==> src/rtl/dice_pkg.sv <==
// Shared types and constants for the two-player dice roll scheduler.
package dice_pkg;

    localparam int NPLAYER = 2;
    localparam int RAND_W  = 4;

    typedef enum logic [1:0] {S_IDLE, S_SPIN, S_LATCH, S_HOLD} state_t;

    function automatic logic [NPLAYER-1:0] player_onehot(input logic p);
        return p ? 2'b10 : 2'b01;
    endfunction

endpackage

==> src/rtl/step_timer.sv <==
// Loadable down-counter; expire pulses for one cycle when an armed count reaches zero.
module step_timer #(
    parameter int unsigned WIDTH = 8
) (
    input  logic             clk,
    input  logic             rst,
    input  logic             load,
    input  logic [WIDTH-1:0] load_val,
    output logic             expire
);

    logic [WIDTH-1:0] count_q;
    logic             armed_q;

    always_ff @(posedge clk or posedge rst) begin
        if (rst) begin
            count_q <= '0;
            armed_q <= 1'b0;
        end else if (load) begin
            count_q <= load_val;
            armed_q <= 1'b1;
        end else if (armed_q) begin
            if (count_q == '0) begin
                armed_q <= 1'b0;
            end else begin
                count_q <= count_q - 1'b1;
            end
        end
    end

    assign expire = armed_q && (count_q == '0);

endmodule

==> src/rtl/dice_roll_scheduler.sv <==
// Round-robin arbiter and roll sequencer sharing one RNG between two players.
// Define DICE_QUEUE_EN to remember requests that arrive while busy or lose arbitration.
module dice_roll_scheduler
    import dice_pkg::*;
#(
    parameter int unsigned TICK_DIV    = 50_000_000 / 16,
    parameter int unsigned FAST_STEPS  = 13,
    parameter int unsigned SLOW_STEPS  = 5,
    parameter int unsigned HOLD_CYCLES = 25_000_000
) (
    input  logic              i_clk,
    input  logic              i_rst,
    input  logic [NPLAYER-1:0] i_req,
    input  logic [RAND_W-1:0] i_rand,
    output logic              o_step,
    output logic [NPLAYER-1:0] o_grant,
    output logic              o_busy,
    output logic              o_done,
    output logic [RAND_W-1:0] o_result0,
    output logic [RAND_W-1:0] o_result1
);

    localparam int unsigned TOTAL_STEPS = FAST_STEPS + SLOW_STEPS;
    localparam int unsigned IVL_W       = $clog2(TICK_DIV) + SLOW_STEPS + 1;
    localparam int unsigned HOLD_W      = $clog2(HOLD_CYCLES + 1);
    localparam int unsigned TMR_W       = (IVL_W > HOLD_W) ? IVL_W : HOLD_W;
    localparam int unsigned CNT_W       = $clog2(TOTAL_STEPS + 1);

    localparam logic [IVL_W-1:0] TICK_INIT = IVL_W'(TICK_DIV);
    localparam logic [TMR_W-1:0] HOLD_LOAD = TMR_W'(HOLD_CYCLES - 1);
    localparam logic [CNT_W-1:0] LAST_STEP = CNT_W'(TOTAL_STEPS);
    localparam logic [CNT_W-1:0] FAST_LAST = CNT_W'(FAST_STEPS);

    state_t             state_q, state_d;
    logic               owner_q, owner_d;
    logic               rr_q, rr_d;
    logic               spin_first_q, spin_first_d;
    logic [CNT_W-1:0]   step_cnt_q, step_cnt_d;
    logic [IVL_W-1:0]   interval_q, interval_d;
    logic [RAND_W-1:0]  result0_q, result1_q;

    logic [NPLAYER-1:0] cand;
    logic               grant_player;
    logic               tmr_load;
    logic [TMR_W-1:0]   tmr_val;
    logic               tmr_expire;

    step_timer #(
        .WIDTH(TMR_W)
    ) u_step_timer (
        .clk     (i_clk),
        .rst     (i_rst),
        .load    (tmr_load),
        .load_val(tmr_val),
        .expire  (tmr_expire)
    );

`ifdef DICE_QUEUE_EN
    logic [NPLAYER-1:0] pending_q, pending_d;

    // Queued players outrank fresh requests so nobody is starved by a faster presser.
    assign cand = (pending_q != '0) ? pending_q : i_req;

    always_comb begin
        pending_d = pending_q;
        if (state_q == S_IDLE) begin
            if (cand != '0) begin
                pending_d = (pending_q | i_req) & ~player_onehot(grant_player);
            end
        end else begin
            pending_d = pending_q | (i_req & ~player_onehot(owner_q));
        end
    end

    always_ff @(posedge i_clk or posedge i_rst) begin
        if (i_rst) begin
            pending_q <= '0;
        end else begin
            pending_q <= pending_d;
        end
    end
`else
    assign cand = i_req;
`endif

    assign grant_player = (cand == 2'b11) ? rr_q : cand[1];

    always_comb begin
        state_d      = state_q;
        owner_d      = owner_q;
        rr_d         = rr_q;
        spin_first_d = 1'b0;
        step_cnt_d   = step_cnt_q;
        interval_d   = interval_q;
        tmr_load     = 1'b0;
        tmr_val      = '0;
        o_step       = 1'b0;
        o_done       = 1'b0;

        unique case (state_q)
            S_IDLE: begin
                if (cand != '0) begin
                    owner_d      = grant_player;
                    rr_d         = ~grant_player;
                    step_cnt_d   = '0;
                    interval_d   = TICK_INIT;
                    spin_first_d = 1'b1;
                    state_d      = S_SPIN;
                end
            end
            S_SPIN: begin
                if (spin_first_q) begin
                    tmr_load = 1'b1;
                    tmr_val  = TMR_W'(interval_q - 1'b1);
                end else if (tmr_expire) begin
                    o_step     = 1'b1;
                    step_cnt_d = step_cnt_q + 1'b1;
                    if (step_cnt_d == LAST_STEP) begin
                        state_d = S_LATCH;
                    end else begin
                        // Slow-down phase: the gap before every step past FAST_STEPS doubles.
                        if (step_cnt_d >= FAST_LAST) begin
                            interval_d = interval_q << 1;
                        end
                        tmr_load = 1'b1;
                        tmr_val  = TMR_W'(interval_d - 1'b1);
                    end
                end
            end
            S_LATCH: begin
                o_done   = 1'b1;
                tmr_load = 1'b1;
                tmr_val  = HOLD_LOAD;
                state_d  = S_HOLD;
            end
            S_HOLD: begin
                if (tmr_expire) begin
                    state_d = S_IDLE;
                end
            end
            default: state_d = S_IDLE;
        endcase
    end

    always_ff @(posedge i_clk or posedge i_rst) begin
        if (i_rst) begin
            state_q      <= S_IDLE;
            owner_q      <= 1'b0;
            rr_q         <= 1'b0;
            spin_first_q <= 1'b0;
            step_cnt_q   <= '0;
            interval_q   <= '0;
            result0_q    <= '0;
            result1_q    <= '0;
        end else begin
            state_q      <= state_d;
            owner_q      <= owner_d;
            rr_q         <= rr_d;
            spin_first_q <= spin_first_d;
            step_cnt_q   <= step_cnt_d;
            interval_q   <= interval_d;
            if (state_q == S_LATCH) begin
                if (owner_q) begin
                    result1_q <= i_rand;
                end else begin
                    result0_q <= i_rand;
                end
            end
        end
    end

    assign o_busy    = (state_q != S_IDLE);
    assign o_grant   = o_busy ? player_onehot(owner_q) : '0;
    assign o_result0 = result0_q;
    assign o_result1 = result1_q;

endmodule

==> config.mk <==
export PLATFORM = sky130hd
export DESIGN_NAME = dice_roll_scheduler
export DESIGN_NICKNAME = d
export VERILOG_FILES = /design/src/rtl/dice_pkg.sv /design/src/rtl/step_timer.sv /design/src/rtl/dice_roll_scheduler.sv
export SDC_FILE = /design/constraint.sdc
export NUM_CORES = 1
export LEC_CHECK = 0
export CORE_MARGIN = 3
export CORE_UTILIZATION = 60
export CTS_BUF_LIST = sky130_fd_sc_hd__clkbuf_8
export CTS_CLUSTER_SIZE = 25
export DETAILED_ROUTE_END_ITERATION = 12
export PLACE_DENSITY = 0.88
export SLEW_MARGIN = 20
export SYNTH_ARGS = -nofsm -noshare
export SYNTH_HDL_FRONTEND = slang
export SYNTH_SLANG_ARGS = --single-unit
==> constraint.sdc <==
create_clock -name i_clk -period 4.4 [get_ports i_clk]
set_clock_uncertainty 0.15 [all_clocks]
set_input_delay 1.1 -clock i_clk [delete_from_list [all_inputs] [get_ports i_clk]]
set_output_delay 1.1 -clock i_clk [all_outputs]
set_load 0.05 [all_outputs]
# Word level (Yosys, flattened, before mapping)
# Index checks and enable logic that the tools add are counted.
[classes]
n_addsub = 4
order_cmp = 1
eq_ne = 12
mux = 43
bitwise = 2
reduce_logical = 14
[op_table]
columns = ["op", "count"]
rows = [
  ["$mux 28", 15],
  ["$pmux 28 s2", 2],
  ["$sub 28x1->28 const B", 3],
  ["$logic_not 28->1", 1],
  ["$mux 5", 3],
  ["$mux 2", 7],
  ["$ne 2x2->1 const B", 7],
  ["$mux 1", 13],
  ["$pmux 5 s2", 1],
  ["$reduce_and 5->1", 2],
  ["$pmux 2 s4", 1],
  ["$reduce_and 2->1", 4],
  ["$reduce_bool 2->1", 4],
  ["$eq 2x2->1 const B", 3],
  ["$add 5x1->5 const B", 1],
  ["$eq 5x5->1 const B", 1],
  ["$ge 5x4->1 const B", 1],
  ["$reduce_and 4->1", 1],
  ["$eq 2x1->1 const B", 1],
  ["$logic_not 2->1", 1],
  ["$not 1->1", 2],
  ["$pmux 1 s2", 1],
  ["$logic_and 1x1->1", 1],
]
[totals]
regBits = 75
input_bits = 8

# Depth between registers and ports, before layout
[depth]
word_depth = 13
depth_mapped = 14
depth_no_buf = 10

# By module
# A second synthesis with hierarchy kept.
[hier_totals]
hier_cells = 680
hier_area_um2 = 5764.3
[by_module_without_submodules]
columns = ["module", "instances", "cells_per_inst", "area_per_inst_um2", "seq_area_each_um2"]
rows = [
  ["dice_roll_scheduler", 1, 480, 3987.6, 1151.1],
  ["step_timer", 1, 200, 1776.7, 725.7],
]

# Least setup slack after synthesis
# No wires, ideal clock.
[synth_timing]
path_type = "register to output"
start = "reg u_step_timer.count_q[8]"
end = "out o_step"
t_arrival_ns = 2.517
required_time_ns = 3.150
setup_slack_ns = 0.633
path_stages_with_launch = 5
n_path_buf = 0
cell_sequence = "dfrtp_1 or4_4 or4b_4 or4_4 nor3b_4"
[synth_via]
elab_chain_cells = 5
[synth_rtl]
columns = ["element", "line_no", "rtl"]
rows = [
  ["start: declaration", "step_timer.sv:12", "logic [WIDTH-1:0] count_q;"],
  ["start signal: assignment", "step_timer.sv:20", "count_q <= load_val;"],
  ["start signal: assignment", "step_timer.sv:26", "count_q <= count_q - 1'b1;"],
  ["$logic_not 28->1", "step_timer.sv:31", "assign expire = armed_q && (count_q == '0);"],
  ["$logic_and 1x1->1", "step_timer.sv:31", ""],
  ["$mux 1", "dice_roll_scheduler.sv:115", "end else if (tmr_expire) begin"],
  ["$mux 1", "dice_roll_scheduler.sv:112", "if (spin_first_q) begin"],
  ["$mux 1", "dice_roll_scheduler.sv:100", "unique case (state_q)"],
  ["end: declaration", "dice_roll_scheduler.sv:15", "output logic o_step,"],
]
# Every way passes these cells.

# Worst setup path after layout
# Ends and elaborated chain as after synthesis.

==> qor.csv <==
stage,metric,value,unit
power_and_ir_drop,Leak,2.382,nW
detailed_routing,WL/cell,20.94,µm
placed_design,post-DP HPWL,11160,µm
power_and_ir_drop,Clock Power Share,0.438,
timing,"Min Clock Period, post-route",4174,ps
layout,layout net count,656,
clock_network,Post-CTS Resized,0,
floorplan,Initial Util,0.6375,
logic_synthesis,largest cells by area after synthesis,"dfrtp_1 (35%), xnor2_1 (4.1%), o21ai_0 (3.6%)",
global_routing,GRT Overall Usage,0.3239,
clock_network,"CTS clk-pin slew, worst paths",80,ps
power_and_ir_drop,PD cells,224.7,nW/µm²
logic_synthesis,most frequent cell after synthesis,dfrtp_1,
worst_setup_path,CP Launch Type,flop,
floorplan,# rows,33,
logic_synthesis,top-area cell type share of the netlist area,0.3478,
detailed_routing,Post-DRT Antenna Nets,0,
clock_network,CTS tree,built,
timing,Final setup viols,0,
global_routing,pin count of the biggest net entering global routing,76,
logic_synthesis,largest area contributor in the netlist,dfrtp_1,
logic_synthesis,Cell variety after synth,69,
worst_setup_path,"reg-to-reg slack, setup",450,ps
logic_synthesis,count of state elements after synthesis,75,
worst_setup_path,CP required,3150,ps
clock_network,clk root buf,clkbuf_8,
clock_network,CTS Buffer Depth,2,
clock_network,H-tree Lvls,3,
timing,max-slew violations,0,
placed_design,IO Port Bufs,20,
global_routing,initial antenna violation count,0,
detailed_routing,drt via density,6.908,
hold_path,class of the worst hold path,flop to flop,
detailed_routing,DR vias,5167,
layout,area grow syn2layout,8.602,%
worst_setup_path,worst-path fanout max,7,
timing,Slew HR,0.3695,
logic_synthesis,Synth warnings,0,
logic_synthesis,synthesized area,5396,µm²
logic_synthesis,sequential cell area fraction in the yosys report,0.3478,
logic_synthesis,Post-synth top cells,"dfrtp_1 (75), nor2_1 (48), nand2_1 (47)",
floorplan,Die Height,100.8,µm
clock_network,total CTS buffers,9,
clock_network,CTS Sinks,75,
timing,post-route clock period utilization,0.9487,
job,MaxCap Viol Count,0,
logic_synthesis,Syn Nets,660,
power_and_ir_drop,net load switching power,295.6,µW
logic_synthesis,Post-synth EDFFs,0,
worst_setup_path,WP data arrival,2920,ps
power_and_ir_drop,P_int,1.021,mW
floorplan,DIE AREA,10170,µm²
detailed_routing,1st-iter DRT viols,504,
power_and_ir_drop,switching share of power,0.2245,
layout,layout cells sized above 1,0.09331,
placed_design,GPL Wtd Cong,0.9767,
timing,Fmax,0.2396,GHz
logic_synthesis,Mapped Cells,642,
layout,Diodes inserted,0,
global_routing,global-route wire length before repair,25900,µm
logic_synthesis,Post-synth ARST share,1.000,
clock_network,Worst-Skew Late Latency,350,ps
timing,setup TNS,0,ps
global_routing,grt total ovfl,0,
timing,RSZ-0062 raised after global routing,no,
clock_network,CTS Hold Buffers Added,0,
floorplan,Die Width,100.8,µm
timing,Worst Hold Slack,353.5,ps
power_and_ir_drop,combinational share of power,0.035,
timing,Setup WS post-layout,225.8,ps
worst_setup_path,Critical Path End Type,output pin,
detailed_routing,drt pass-1 iters,7,
timing,Slew @ Worst Pin,945.8,ps
placed_design,pre-CTS WS,570.4,ps
power_and_ir_drop,"Power, Total",1.317,mW
floorplan,core footprint,8464,µm²
floorplan,number of primary I/O pins,21,
detailed_routing,Routed WL,15670,µm
outcome,status,completed,
timing,"Hold Violations, Final",0,
clock_network,# Post-CTS Setup Buffers,0,
power_and_ir_drop,Peak VDD IR,0.0002433,V
power_and_ir_drop,Seq pwr share,0.527,
detailed_routing,Post-route DRC,0,
global_routing,vias in the first global route,4873,
worst_setup_path,Crit Path Class,flop to output pin,
logic_synthesis,Mapped Avg Cell Area,8.406,µm²
logic_synthesis,Main synth FF type,dfrtp_1,
-- registers in the layout (all words and copies together) (netlist names) --
signal	flops
rr_q	1
step_cnt_q	5
u_step_timer.armed_q	1
interval_q	28
u_step_timer.count_q	28
owner_q	1
o_result1	4
state_q	2
spin_first_q	1
o_result0	4
-- worst paths after layout --
check                                               startpoint                                    to  cells past startpoint
setup / recovery           u_step_timer.count_q[8]$_DFFE_PP0P_                                o_step                      5
hold / removal                                rr_q$_DFFE_PP0P_                      rr_q$_DFFE_PP0P_                      1
setup reg to reg                     step_cnt_q[0]$_DFFE_PP0P_  u_step_timer.count_q[21]$_DFFE_PP0P_                     10
hold reg to reg                               rr_q$_DFFE_PP0P_                      rr_q$_DFFE_PP0P_                      1
max in group asynchronous                                i_rst  u_step_timer.count_q[12]$_DFFE_PP0P_                      3
min in group asynchronous                                i_rst             interval_q[3]$_DFFE_PP0P_                      3
-- area by class of cell --
| class | instances | area (µm²) |
|---|---|---|
| tap | 105 | 131.4 |
| clock inverter | 7 | 85.08 |
| sequential | 75 | 1877 |
| timing repair buffer | 32 | 312.8 |
| clock buffer | 9 | 123.9 |
| inverter | 22 | 82.58 |
| multi-input combinational | 498 | 3248 |
| fill | 654 | 2604 |
-- worst max-delay path, stage by stage, from the launching register on --
cell and delay (ps):
dfrtp_1 460, or4_4 590, or4b_4 520, or4_4 560, nor3b_4 270, buf_12 180
-- routing by layer --
layer  global-route usage  share of wire  vias to the layer above  wire length [µm]
met5                    0              0                        -                 0
met3              0.07543          0.097                       43              1513
met4               0.1223          0.033                        0               514
li1                     -              -                     2380                 -
met1               0.4575           0.42                     2459              6636
met2               0.4835           0.45                      285              7001
-- cell families after synthesis --
family	Yosys count	share of synthesized area
buffers and inverters	69	0.05240
adder cells (fa/ha/maj)	10	0.02319
AO/OA/AOI/OAI	210	0.2701
XOR/XNOR	34	0.05518
flip-flops	75	0.3478
AND/OR/NAND/NOR	234	0.2309
multiplexers	10	0.02040
-- power by group through the flow --
| stage | registers [mW] | logic, mW | clock network [mW] |
|---|---|---|---|
| finish | 0.694 | 0.0463 | 0.576 |
| global route | 0.695 | 0.0503 | 0.609 |
| CTS | 0.694 | 0.0475 | 0.585 |
| detailed placement | 0.708 | 0.0475 | 0 |
| global placement | 0.708 | 0.0465 | 0 |
| floorplan | 0.721 | 0.0136 | 0 |
-- through the flow --
step,util,instance area (µm²),instances
finish,0.6924,5861,748
global route,0.6924,5861,748
CTS,0.6924,5861,748
detailed placement,0.6677,5652,732
global placement,0.6677,5652,732
floorplan,-,5396,642
-- cells in the final DEF (no fill, tap or decap), drive strengths merged, types with 11 or more instances in the layout --
| cell | n |
|---|---|
| o21ai | 43 |
| nand3 | 24 |
| a31oi | 25 |
| o21a | 11 |
| o22a | 13 |
| a22o | 12 |
| xnor2 | 25 |
| nor2 | 49 |
| nor3 | 27 |
| dfrtp | 75 |
| a21oi | 34 |
| nand2 | 47 |
| buf | 13 |
| inv | 24 |
| clkdlybuf4s50 | 19 |
| nor4 | 14 |
Note: power is estimated with default switching activity, not from simulation.
